File: src/rtl/ascon_fsm_ctrl_if.sv
// Control/handshake bundle between the ASCON controller (master) and the
// datapath plus data source (slave).
interface ascon_fsm_ctrl_if;
  logic       start_i;
  logic       data_valid_i;
  logic [3:0] round_o;
  logic       data_sel_o;
  logic       en_reg_state_o;
  logic       en_xor_data_o;
  logic       en_xor_key_o;
  logic       en_xor_key_end_o;
  logic       en_xor_lsb_o;
  logic       en_cipher_o;
  logic       en_tag_o;
  logic       data_req_o;
  logic       cipher_valid_o;
  logic       done_o;
  logic       busy_o;
  logic [7:0] block_idx_o;

  modport master (
    input  start_i, data_valid_i,
    output round_o, data_sel_o, en_reg_state_o, en_xor_data_o, en_xor_key_o,
           en_xor_key_end_o, en_xor_lsb_o, en_cipher_o, en_tag_o, data_req_o,
           cipher_valid_o, done_o, busy_o, block_idx_o
  );

  modport slave (
    output start_i, data_valid_i,
    input  round_o, data_sel_o, en_reg_state_o, en_xor_data_o, en_xor_key_o,
           en_xor_key_end_o, en_xor_lsb_o, en_cipher_o, en_tag_o, data_req_o,
           cipher_valid_o, done_o, busy_o, block_idx_o
  );
endinterface

File: src/rtl/ascon_fsm_ctrl.sv
// ASCON-128 phase sequencer: init (pa), one AD block (pb), NB_PT_BLOCKS
// plaintext blocks and finalisation (pa); Moore-decoded datapath enables.
module ascon_fsm_ctrl #(
  parameter int unsigned NB_PT_BLOCKS = 4
) (
  input  logic              clock_i,
  input  logic              reset_i,
  ascon_fsm_ctrl_if.master  bus
);

  localparam logic [2:0] S_IDLE    = 3'd0;
  localparam logic [2:0] S_INIT    = 3'd1;
  localparam logic [2:0] S_WAIT_AD = 3'd2;
  localparam logic [2:0] S_AD      = 3'd3;
  localparam logic [2:0] S_WAIT_PT = 3'd4;
  localparam logic [2:0] S_PT      = 3'd5;
  localparam logic [2:0] S_FINAL   = 3'd6;
  localparam logic [2:0] S_DONE    = 3'd7;

  localparam logic [7:0] LAST_BLK = 8'(NB_PT_BLOCKS - 1);

  logic [2:0] state;
  logic [3:0] cnt;
  logic [7:0] blk;
  logic       cipher_valid;

  logic in_round, at_r0, at_r6, at_r11, en_cipher;

  always_comb begin
    in_round  = (state == S_INIT) || (state == S_AD) ||
                (state == S_PT)   || (state == S_FINAL);
    at_r0     = (cnt == 4'd0);
    at_r6     = (cnt == 4'd6);
    at_r11    = (cnt == 4'd11);
    en_cipher = ((state == S_PT) && at_r6) || ((state == S_FINAL) && at_r0);
  end

  always_ff @(posedge clock_i) begin
    if (reset_i) begin
      state        <= S_IDLE;
      cnt          <= '0;
      blk          <= '0;
      cipher_valid <= 1'b0;
    end else begin
      cipher_valid <= en_cipher;
      case (state)
        S_IDLE: if (bus.start_i) begin
          state <= S_INIT;
          cnt   <= '0;
          blk   <= '0;
        end
        S_INIT: if (at_r11) state <= S_WAIT_AD;
                else        cnt   <= cnt + 4'd1;
        S_WAIT_AD: if (bus.data_valid_i) begin
          state <= S_AD;
          cnt   <= 4'd6;
        end
        S_AD: if (at_r11) begin
          state <= S_WAIT_PT;
          blk   <= '0;
        end else begin
          cnt <= cnt + 4'd1;
        end
        // The last block skips PT: its absorb/encrypt happens at FINAL round 0.
        S_WAIT_PT: if (bus.data_valid_i) begin
          if (blk < LAST_BLK) begin
            state <= S_PT;
            cnt   <= 4'd6;
          end else begin
            state <= S_FINAL;
            cnt   <= '0;
          end
        end
        S_PT: if (at_r11) begin
          state <= S_WAIT_PT;
          blk   <= blk + 8'd1;
        end else begin
          cnt <= cnt + 4'd1;
        end
        S_FINAL: if (at_r11) state <= S_DONE;
                 else        cnt   <= cnt + 4'd1;
        default: state <= S_IDLE;
      endcase
    end
  end

  assign bus.round_o          = in_round ? cnt : '0;
  assign bus.data_sel_o       = (state == S_INIT) && at_r0;
  assign bus.en_reg_state_o   = in_round;
  assign bus.en_xor_data_o    = (((state == S_AD) || (state == S_PT)) && at_r6) ||
                                ((state == S_FINAL) && at_r0);
  assign bus.en_xor_key_o     = (state == S_FINAL) && at_r0;
  assign bus.en_xor_key_end_o = ((state == S_INIT) || (state == S_FINAL)) && at_r11;
  assign bus.en_xor_lsb_o     = (state == S_AD) && at_r11;
  assign bus.en_cipher_o      = en_cipher;
  assign bus.en_tag_o         = (state == S_FINAL) && at_r11;
  assign bus.data_req_o       = (state == S_WAIT_AD) || (state == S_WAIT_PT);
  assign bus.cipher_valid_o   = cipher_valid;
  assign bus.done_o           = (state == S_DONE);
  assign bus.busy_o           = (state != S_IDLE);
  assign bus.block_idx_o      = blk;

endmodule

File: src/flat_wrapper.sv
// flat-port wrapper written by rule: the top's interface ports become plain ports
module ascon_fsm_ctrl_flat 
#(
  parameter int unsigned NB_PT_BLOCKS = 4
)
  (clock_i, reset_i, bus_start_i, bus_data_valid_i, bus_round_o, bus_data_sel_o, bus_en_reg_state_o, bus_en_xor_data_o, bus_en_xor_key_o, bus_en_xor_key_end_o, bus_en_xor_lsb_o, bus_en_cipher_o, bus_en_tag_o, bus_data_req_o, bus_cipher_valid_o, bus_done_o, bus_busy_o, bus_block_idx_o);
  ascon_fsm_ctrl_if bus_i ();
  input  logic clock_i;
  input  logic reset_i;
  input wire logic [$bits(bus_i.start_i)-1:0] bus_start_i;
  input wire logic [$bits(bus_i.data_valid_i)-1:0] bus_data_valid_i;
  output wire logic [$bits(bus_i.round_o)-1:0] bus_round_o;
  output wire logic [$bits(bus_i.data_sel_o)-1:0] bus_data_sel_o;
  output wire logic [$bits(bus_i.en_reg_state_o)-1:0] bus_en_reg_state_o;
  output wire logic [$bits(bus_i.en_xor_data_o)-1:0] bus_en_xor_data_o;
  output wire logic [$bits(bus_i.en_xor_key_o)-1:0] bus_en_xor_key_o;
  output wire logic [$bits(bus_i.en_xor_key_end_o)-1:0] bus_en_xor_key_end_o;
  output wire logic [$bits(bus_i.en_xor_lsb_o)-1:0] bus_en_xor_lsb_o;
  output wire logic [$bits(bus_i.en_cipher_o)-1:0] bus_en_cipher_o;
  output wire logic [$bits(bus_i.en_tag_o)-1:0] bus_en_tag_o;
  output wire logic [$bits(bus_i.data_req_o)-1:0] bus_data_req_o;
  output wire logic [$bits(bus_i.cipher_valid_o)-1:0] bus_cipher_valid_o;
  output wire logic [$bits(bus_i.done_o)-1:0] bus_done_o;
  output wire logic [$bits(bus_i.busy_o)-1:0] bus_busy_o;
  output wire logic [$bits(bus_i.block_idx_o)-1:0] bus_block_idx_o;
  assign bus_i.start_i = bus_start_i;
  assign bus_i.data_valid_i = bus_data_valid_i;
  assign bus_round_o = bus_i.round_o;
  assign bus_data_sel_o = bus_i.data_sel_o;
  assign bus_en_reg_state_o = bus_i.en_reg_state_o;
  assign bus_en_xor_data_o = bus_i.en_xor_data_o;
  assign bus_en_xor_key_o = bus_i.en_xor_key_o;
  assign bus_en_xor_key_end_o = bus_i.en_xor_key_end_o;
  assign bus_en_xor_lsb_o = bus_i.en_xor_lsb_o;
  assign bus_en_cipher_o = bus_i.en_cipher_o;
  assign bus_en_tag_o = bus_i.en_tag_o;
  assign bus_data_req_o = bus_i.data_req_o;
  assign bus_cipher_valid_o = bus_i.cipher_valid_o;
  assign bus_done_o = bus_i.done_o;
  assign bus_busy_o = bus_i.busy_o;
  assign bus_block_idx_o = bus_i.block_idx_o;
  ascon_fsm_ctrl #(.NB_PT_BLOCKS(NB_PT_BLOCKS)) u_core (.clock_i(clock_i), .reset_i(reset_i), .bus(bus_i));
endmodule
File: config.mk
export PLATFORM = sky130hd
export DESIGN_NAME = ascon_fsm_ctrl_flat
export DESIGN_NICKNAME = d
export VERILOG_FILES = /design/src/rtl/ascon_fsm_ctrl_if.sv /design/src/rtl/ascon_fsm_ctrl.sv /design/src/flat_wrapper.sv
export SDC_FILE = /design/constraint.sdc
export NUM_CORES = 1
export LEC_CHECK = 0
export BUFFER_PORTS_ARGS = -buffer_cell sky130_fd_sc_hd__buf_2
export CAP_MARGIN = 20
export CORE_MARGIN = 8
export CORE_UTILIZATION = 30
export CTS_BUF_LIST = sky130_fd_sc_hd__clkbuf_8
export CTS_CLUSTER_SIZE = 24
export DETAILED_ROUTE_END_ITERATION = 10
export GPL_TIMING_DRIVEN = 0
export PLACE_DENSITY = 0.58
export SKIP_LAST_GASP = 1
export SLEW_MARGIN = 20
export SYNTH_ARGS = -nofsm -noshare
export SYNTH_HDL_FRONTEND = slang
export SYNTH_SLANG_ARGS = --single-unit
File: constraint.sdc
create_clock -name clock_i -period 2.4 [get_ports clock_i]
set_clock_uncertainty 0.15 [all_clocks]
set_input_delay 0.36 -clock clock_i [delete_from_list [all_inputs] [get_ports clock_i]]
set_output_delay 0.36 -clock clock_i [all_outputs]
set_load 0.05 [all_outputs]
Word-level counts from Yosys, hierarchy flattened
Cells that the tools add are included.

word-level totals
  flip-flop bits (word level) = 16
  input bits = 4
  word-level logic and storage cells = 69

cells by class
  add/subtract/negate cells = 2
  magnitude comparators = 1
  eq/ne operators = 18
  muxes and demuxes = 19
  reduce and logical (&&, ||, !) cells = 25

operator list
  kind                                                                     number
  8-bit two-way mux                                                        3
  8-bit case mux with 3 select lines                                       1
  3-bit two-way mux                                                        7
  4-bit two-way mux                                                        5
  3-bit case mux with 6 select lines                                       1
  4-bit case mux with 4 select lines                                       1
  3-bit == test, second input constant                                     4
  2-bit by 1-bit inequality test with 1-bit output, second input constant  5
  8-bit by 1-bit adder with 8-bit output, second input constant            1
  1-bit logical OR                                                         8
  8-bit by 2-bit < comparator with 1-bit output, second input constant     1
  2-bit inequality test, second input constant                             4
  1-bit logical AND                                                        7
  3-bit by 2-bit == test with 1-bit output, second input constant          2
  6-bit AND reduction                                                      1
  3-bit nonzero test                                                       2
  5-bit AND reduction                                                      1
  4-bit by 1-bit adder with 4-bit output, second input constant            1
  4-bit by 3-bit == test with 1-bit output, second input constant          1
  4-bit == test, second input constant                                     1
  4-bit zero test                                                          1
  4-bit AND reduction                                                      1
  4-bit nonzero test                                                       1
  4-bit OR reduction                                                       1
  4 further kinds                                                          4

Longest topological paths before layout
  depth in word-level cells = 5
  mapped depth = 7

Worst setup path before layout
No wires, ideal clock.

  path type = register to output
  start point = register u_core.state[0]
  end point = output bus_en_xor_key_end_o
  arrival = 1939 ps
  setup slack = -49 ps
  stages on the path, launching flop included = 5
  path buffers = 1
  path through = dfxtp_1 > clkbuf_1 > inv_1 > or3_1 > a21oi_1

on the way
  cells in the longest elaborated chain, start to end = 3
  elaborated cells on any way between the ends = 4
  those cells by class = eq/ne (2); reduce/logical (2)

ends and longest elaborated chain
  element                                                                           line                  RTL
  start: declaration                                                                ascon_fsm_ctrl.sv:22  logic [2:0] state;
  start signal: assignment                                                          ascon_fsm_ctrl.sv:40  state <= S_IDLE;
  start signal: assignment                                                          ascon_fsm_ctrl.sv:48  state <= S_INIT;
  start signal: assignment                                                          ascon_fsm_ctrl.sv:52  S_INIT: if (at_r11) state <= S_WAIT_AD;
  3-bit by 1-bit == test with 1-bit output / 3-bit == test (equally long branches)  ascon_fsm_ctrl.sv:93  assign bus.en_xor_key_end_o = ((state == S_INIT) || (state == S_FINAL)) && at_r11;
  1-bit logical OR (*)                                                              ascon_fsm_ctrl.sv:93
  1-bit logical AND (*)                                                             ascon_fsm_ctrl.sv:93
  end: declaration                                                                  flat_wrapper.sv:17    output wire logic [$bits(bus_i.en_xor_key_end_o)-1:0] bus_en_xor_key_end_o;

Mark *: on every way between the ends. The rest lies on a longest branch, timed or not.

Worst setup path in the final report
  start point = register u_core.cnt[1]
  end point = output bus_en_cipher_o

on the way
  cells in the longest elaborated chain, start to end = 3
  elaborated cells on any way between the ends = 5
  those cells by class = eq/ne (1); reduce/logical (4)

ends and longest elaborated chain
  element                                                                             line                                        RTL
  start: declaration                                                                  ascon_fsm_ctrl.sv:23                        logic [3:0] cnt;
  start signal: assignment                                                            ascon_fsm_ctrl.sv:53                        else cnt <= cnt + 4'd1;
  start signal: assignment                                                            ascon_fsm_ctrl.sv:62                        cnt <= cnt + 4'd1;
  start signal: assignment                                                            ascon_fsm_ctrl.sv:78                        cnt <= cnt + 4'd1;
  4-bit by 3-bit == test with 1-bit output / 4-bit zero test (equally long branches)  ascon_fsm_ctrl.sv:33, ascon_fsm_ctrl.sv:32
  1-bit logical AND                                                                   ascon_fsm_ctrl.sv:35                        en_cipher = ((state == S_PT) && at_r6) || ((state == S_FINAL) && at_r0);
  1-bit logical OR (*)                                                                ascon_fsm_ctrl.sv:35
  end: declaration                                                                    flat_wrapper.sv:19                          output wire logic [$bits(bus_i.en_cipher_o)-1:0] bus_en_cipher_o;

Marks and branches as above.

==> run summary <==
Clock sink count: 16. The root cell of the clock tree is sky130_fd_sc_hd__clkbuf_8. The analysis attributes to cell leakage a power of 0.6042 nW.

Total setup buffers inserted after CTS: 0. The post-cts sizing count was 5; the number of synthesized flops with an enable pin was 0. The longest clock path from root to sink contains 2 buffers. The count of H-tree levels built during CTS was 1; the number of vias per cell after detailed routing was 5.208. The cell type with the highest aggregate area in the netlist was sky130_fd_sc_hd__dfxtp_1. The master of the slowest instance on the critical path was sky130_fd_sc_hd__or3b_1. The number of hold violations in the final report was 0; the area of the die was 5897 sq um.

The run gives 0 as the initial antenna violation count. Of the cells placed in the final design, the portion with a size suffix greater than 1 is 29.76%. The number of nets handed over by synthesis was 147. The total of warnings raised by yosys is 0, and the antenna diode count is 0. In this run the power density over the cells is 437.0 nW/um^2.

The run finished with clean final reports. For the tightest slew margin relative to the limit, the log shows 61.99%. In this design, the largest share of critical-path delay is due to simple AND/OR/NAND/NOR gates. The element type at the critical path end was an output port. Sequential elements use 28.89% of the synthesized area. Routability-driven placement finished with a final weighted congestion of 0.7768.

Counting flops with an async set or reset pin after synthesis yields a share of 0%. The number of synthesized register bits came out at 16. In this run the cell area of the synthesized design comes to 1109 sq um. Once detailed placement completed, the half-perimeter wirelength came to 2238 um. The critical path runs through a total of 6 cells. The dominant register cell in the synthesized netlist was sky130_fd_sc_hd__dfxtp_1. By area the synthesized netlist is led by sky130_fd_sc_hd__dfxtp_1 29%, sky130_fd_sc_hd__a21oi_1 6.8%, sky130_fd_sc_hd__ha_1 4.5%. Yosys instantiated no cell more often than sky130_fd_sc_hd__dfxtp_1.

The critical path is of the reg -> out type. Global routing used 11.47% of the available met1 tracks. Setup repair after global routing left no endpoint under its margin. The clock transition at the registers of the reported paths is 0.07 ns. The placed instances occupy a cell area of 1303 sq um. The worst register-to-register path has a depth of 6.

Post-synthesis cell type count: 47. The min-delay analysis places its worst path in the category reg -> reg. Pin placement for this block handled 28 I/O pins. The worst register-to-register path ends at u_core.bus.block_idx_o[0]. The run gives 0.25 ns as the insertion delay to the later sink of the worst-skew pair. The met3 routing resource usage after global routing came out at 4.196%. The floorplan step defined a core boundary enclosing 3606 sq um. At the end of the flow, the number of nets in the layout was 178. The violation count after the first detailed-routing iteration came out at 59. The number of buffers and inverters on the critical path is 2.

The run gives 4 as the detailed-router iteration count before antenna repair. Derived from the worst setup path, the maximum achievable clock frequency is 0.4351 GHz. The die is 76.79 um wide. The number of rows created at floorplan is 22.

The global routing stage identified its most utilized layer as met2. After detailed routing, the number of remaining DRC violations is 0. The critical path goes through inv_1 > ha_1 > or3b_1 > or3_4 > o21ai_2 > buf_6. For the final-report max-slew violation count, the log shows 0. In the final layout, the multi-input gates occupy 705.7 sq um. Type of origin of the critical path: a flip-flop. For this design, the CTS-stage hold fixing added 0 buffers. Counting the fill cells in the layout gives 390. The critical path ends at bus_en_cipher_o. Setup slack on the worst reg-to-reg path comes out at 0.46 ns.

In this run the biggest area consumer among cell types represents 28.89% of the synthesized area. Post-route standard cell area excluding fillers: 1381 sq um. For the worst setup path, the data required time is 1.89 ns. Global routing consumed, on the met2 layer, 16.99% of the routing resources. The instance count of the mapped netlist was 139; the highest ir drop seen on vdd was 0.2964 mV. Once placement completed, the tool counted placed cells totaling 213. Of all nets on the critical path, the largest fanout is 6.

The detailed router placed 1,125 vias in this run. The area growth from synthesis to layout is 24.60%. For this run, the slowest stage of the critical path takes 0.37 ns. The vertical extent of the die was 76.79 um. The wire length of the first global-routing pass was 5181 um. Dividing the synthesized area by the synthesized cell count gives 7.975 sq um. Max-cap violations in this run came to 0. The final layout contains routed wiring with a total length of 2948 um. The count of nets left with antenna violations once routing finished came out at 0. Dividing the detail-routed wire length by the instance count gives 13.65 um.

The aggregate global routing overflow came out at 0. The signal arrival time at the worst endpoint was 1.79 ns. The run gives 1,187 as the number of global-route vias before repair.

The setup-violating endpoint count in the final report was 0. The smallest clock period supported by the final layout is computed as 2.298 ns. Global-route usage over all layers: 10.03%. In this run the critical register-to-register path is launched from u_core.cnt[0]. Sorting the synthesized cells by how often they occur yields 16 x sky130_fd_sc_hd__dfxtp_1, 15 x sky130_fd_sc_hd__a21oi_1, 12 x sky130_fd_sc_hd__nor2_1.

The final critical path takes up 95.76% of the cycle. The maximum number of pins on one net before global-route repair is 11. TritonCTS built the clock tree.

Count of input and output buffers: 26. The area of all sequential standard cells was 324.1 sq um; the starting utilization of the core area was 30.74%. For the pin with the worst max-slew slack, the measured transition is 0.5690 ns. The worst setup path startpoint is u_core.cnt[1].

CTS buffer count: 3. The final non-filler cell total was 216.
-- stage by stage --
| step | power [mW] | setup TNS [ns] | setup slack [ns] | util, % | hold slack [ns] |
|---|---|---|---|---|---|
| after floorplan | 0.3741 | 0 | 0.07087 | - | 0.3571 |
| after global placement | 0.3989 | 0 | 0.1273 | 36.12 | 0.3392 |
| after detailed placement | 0.4020 | 0 | 0.09531 | 36.12 | 0.3487 |
| after CTS | 0.6083 | -0.02782 | -0.01535 | 37.61 | 0.3528 |
| after global routing | 0.6321 | 0 | 0.001944 | 38.31 | 0.3677 |
| final | 0.6036 | 0 | 0.1017 | 38.31 | 0.3560 |
-- cells by family after synthesis --
kind of cell	Yosys count	share of synthesized area [%]
flip-flops	16	28.89
XOR/XNOR	5	3.951
buffers and inverters	16	8.915
AO/OA/AOI/OAI	39	21.90
adder cells (fa/ha/maj)	6	6.321
multiplexers	2	1.806
AND/OR/NAND/NOR	55	28.22
-- state kept, by name, indices dropped and copies added (netlist names) --
name / flops
u_core.state: 3
u_core.cnt: 4
u_core.bus.block_idx_o: 8
u_core.bus.cipher_valid_o: 1
-- power breakdown --
part	leakage, nW	internal (mW)	switching (mW)
Combinational	0.452	0.0371	0.0771
Clock	0.0216	0.111	0.0943
Sequential	0.131	0.274	0.0101
Total	0.604	0.422	0.182
-- how the worst min path moves through the flow --
stage	depth (start not counted)	from	endpoint
2_1_floorplan	2	u_core.cnt[1]	u_core.cnt[1]
3_3_place_gp	2	u_core.bus.block_idx_o[7]	u_core.bus.block_idx_o[7]
3_5_place_dp	2	u_core.bus.block_idx_o[6]	u_core.bus.block_idx_o[6]
4_1_cts	4	bus_data_valid_i	u_core.state[1]
5_1_grt	1	u_core.cnt[0]	u_core.cnt[0]
6_report	2	u_core.bus.block_idx_o[7]	u_core.bus.block_idx_o[7]
-- layout by cell type, fill, tap and decap left out, drive strengths merged, types with 2 or more instances in the layout --
cell,synthesis,final
dfxtp,16,16
ha,4,4
nand4b,2,2
o21ai,8,8
mux2i,2,2
nor2,12,12
xor2,3,3
o211ai,2,2
nand4,3,3
clkbuf,2,6
o31ai,2,2
inv,6,6
nand2,10,10
a211oi,4,4
or4,2,2
buf,8,33
nor4b,2,2
xnor2,2,2
nand3,4,4
maj3,2,2
and2,3,3
a21oi,16,16
or3,7,7
-- final cells by class --
class | count | share of cell area [%]
Clock buffer | 3 | 2.989
Tap cell | 48 | 4.348
Timing Repair Buffer | 26 | 10.69
Sequential cell | 16 | 23.46
Multi-Input combinational cell | 107 | 51.09
Buffer | 10 | 5.797
Inverter | 6 | 1.630
-- metal layers --
metal  part of all wire, %  wire length, um
met1                    45             1336
met2                    47             1374
met3                   7.5              222
met4                  0.47               14
met5                     0                0
-- tightest hold or removal path, cell delays in order (launching register included) --
cell	delay [ns]
sky130_fd_sc_hd__dfxtp_1	0.33
sky130_fd_sc_hd__o21ai_0	0.07
sky130_fd_sc_hd__a21oi_1	0.06
(Power assumes the default switching activity.)
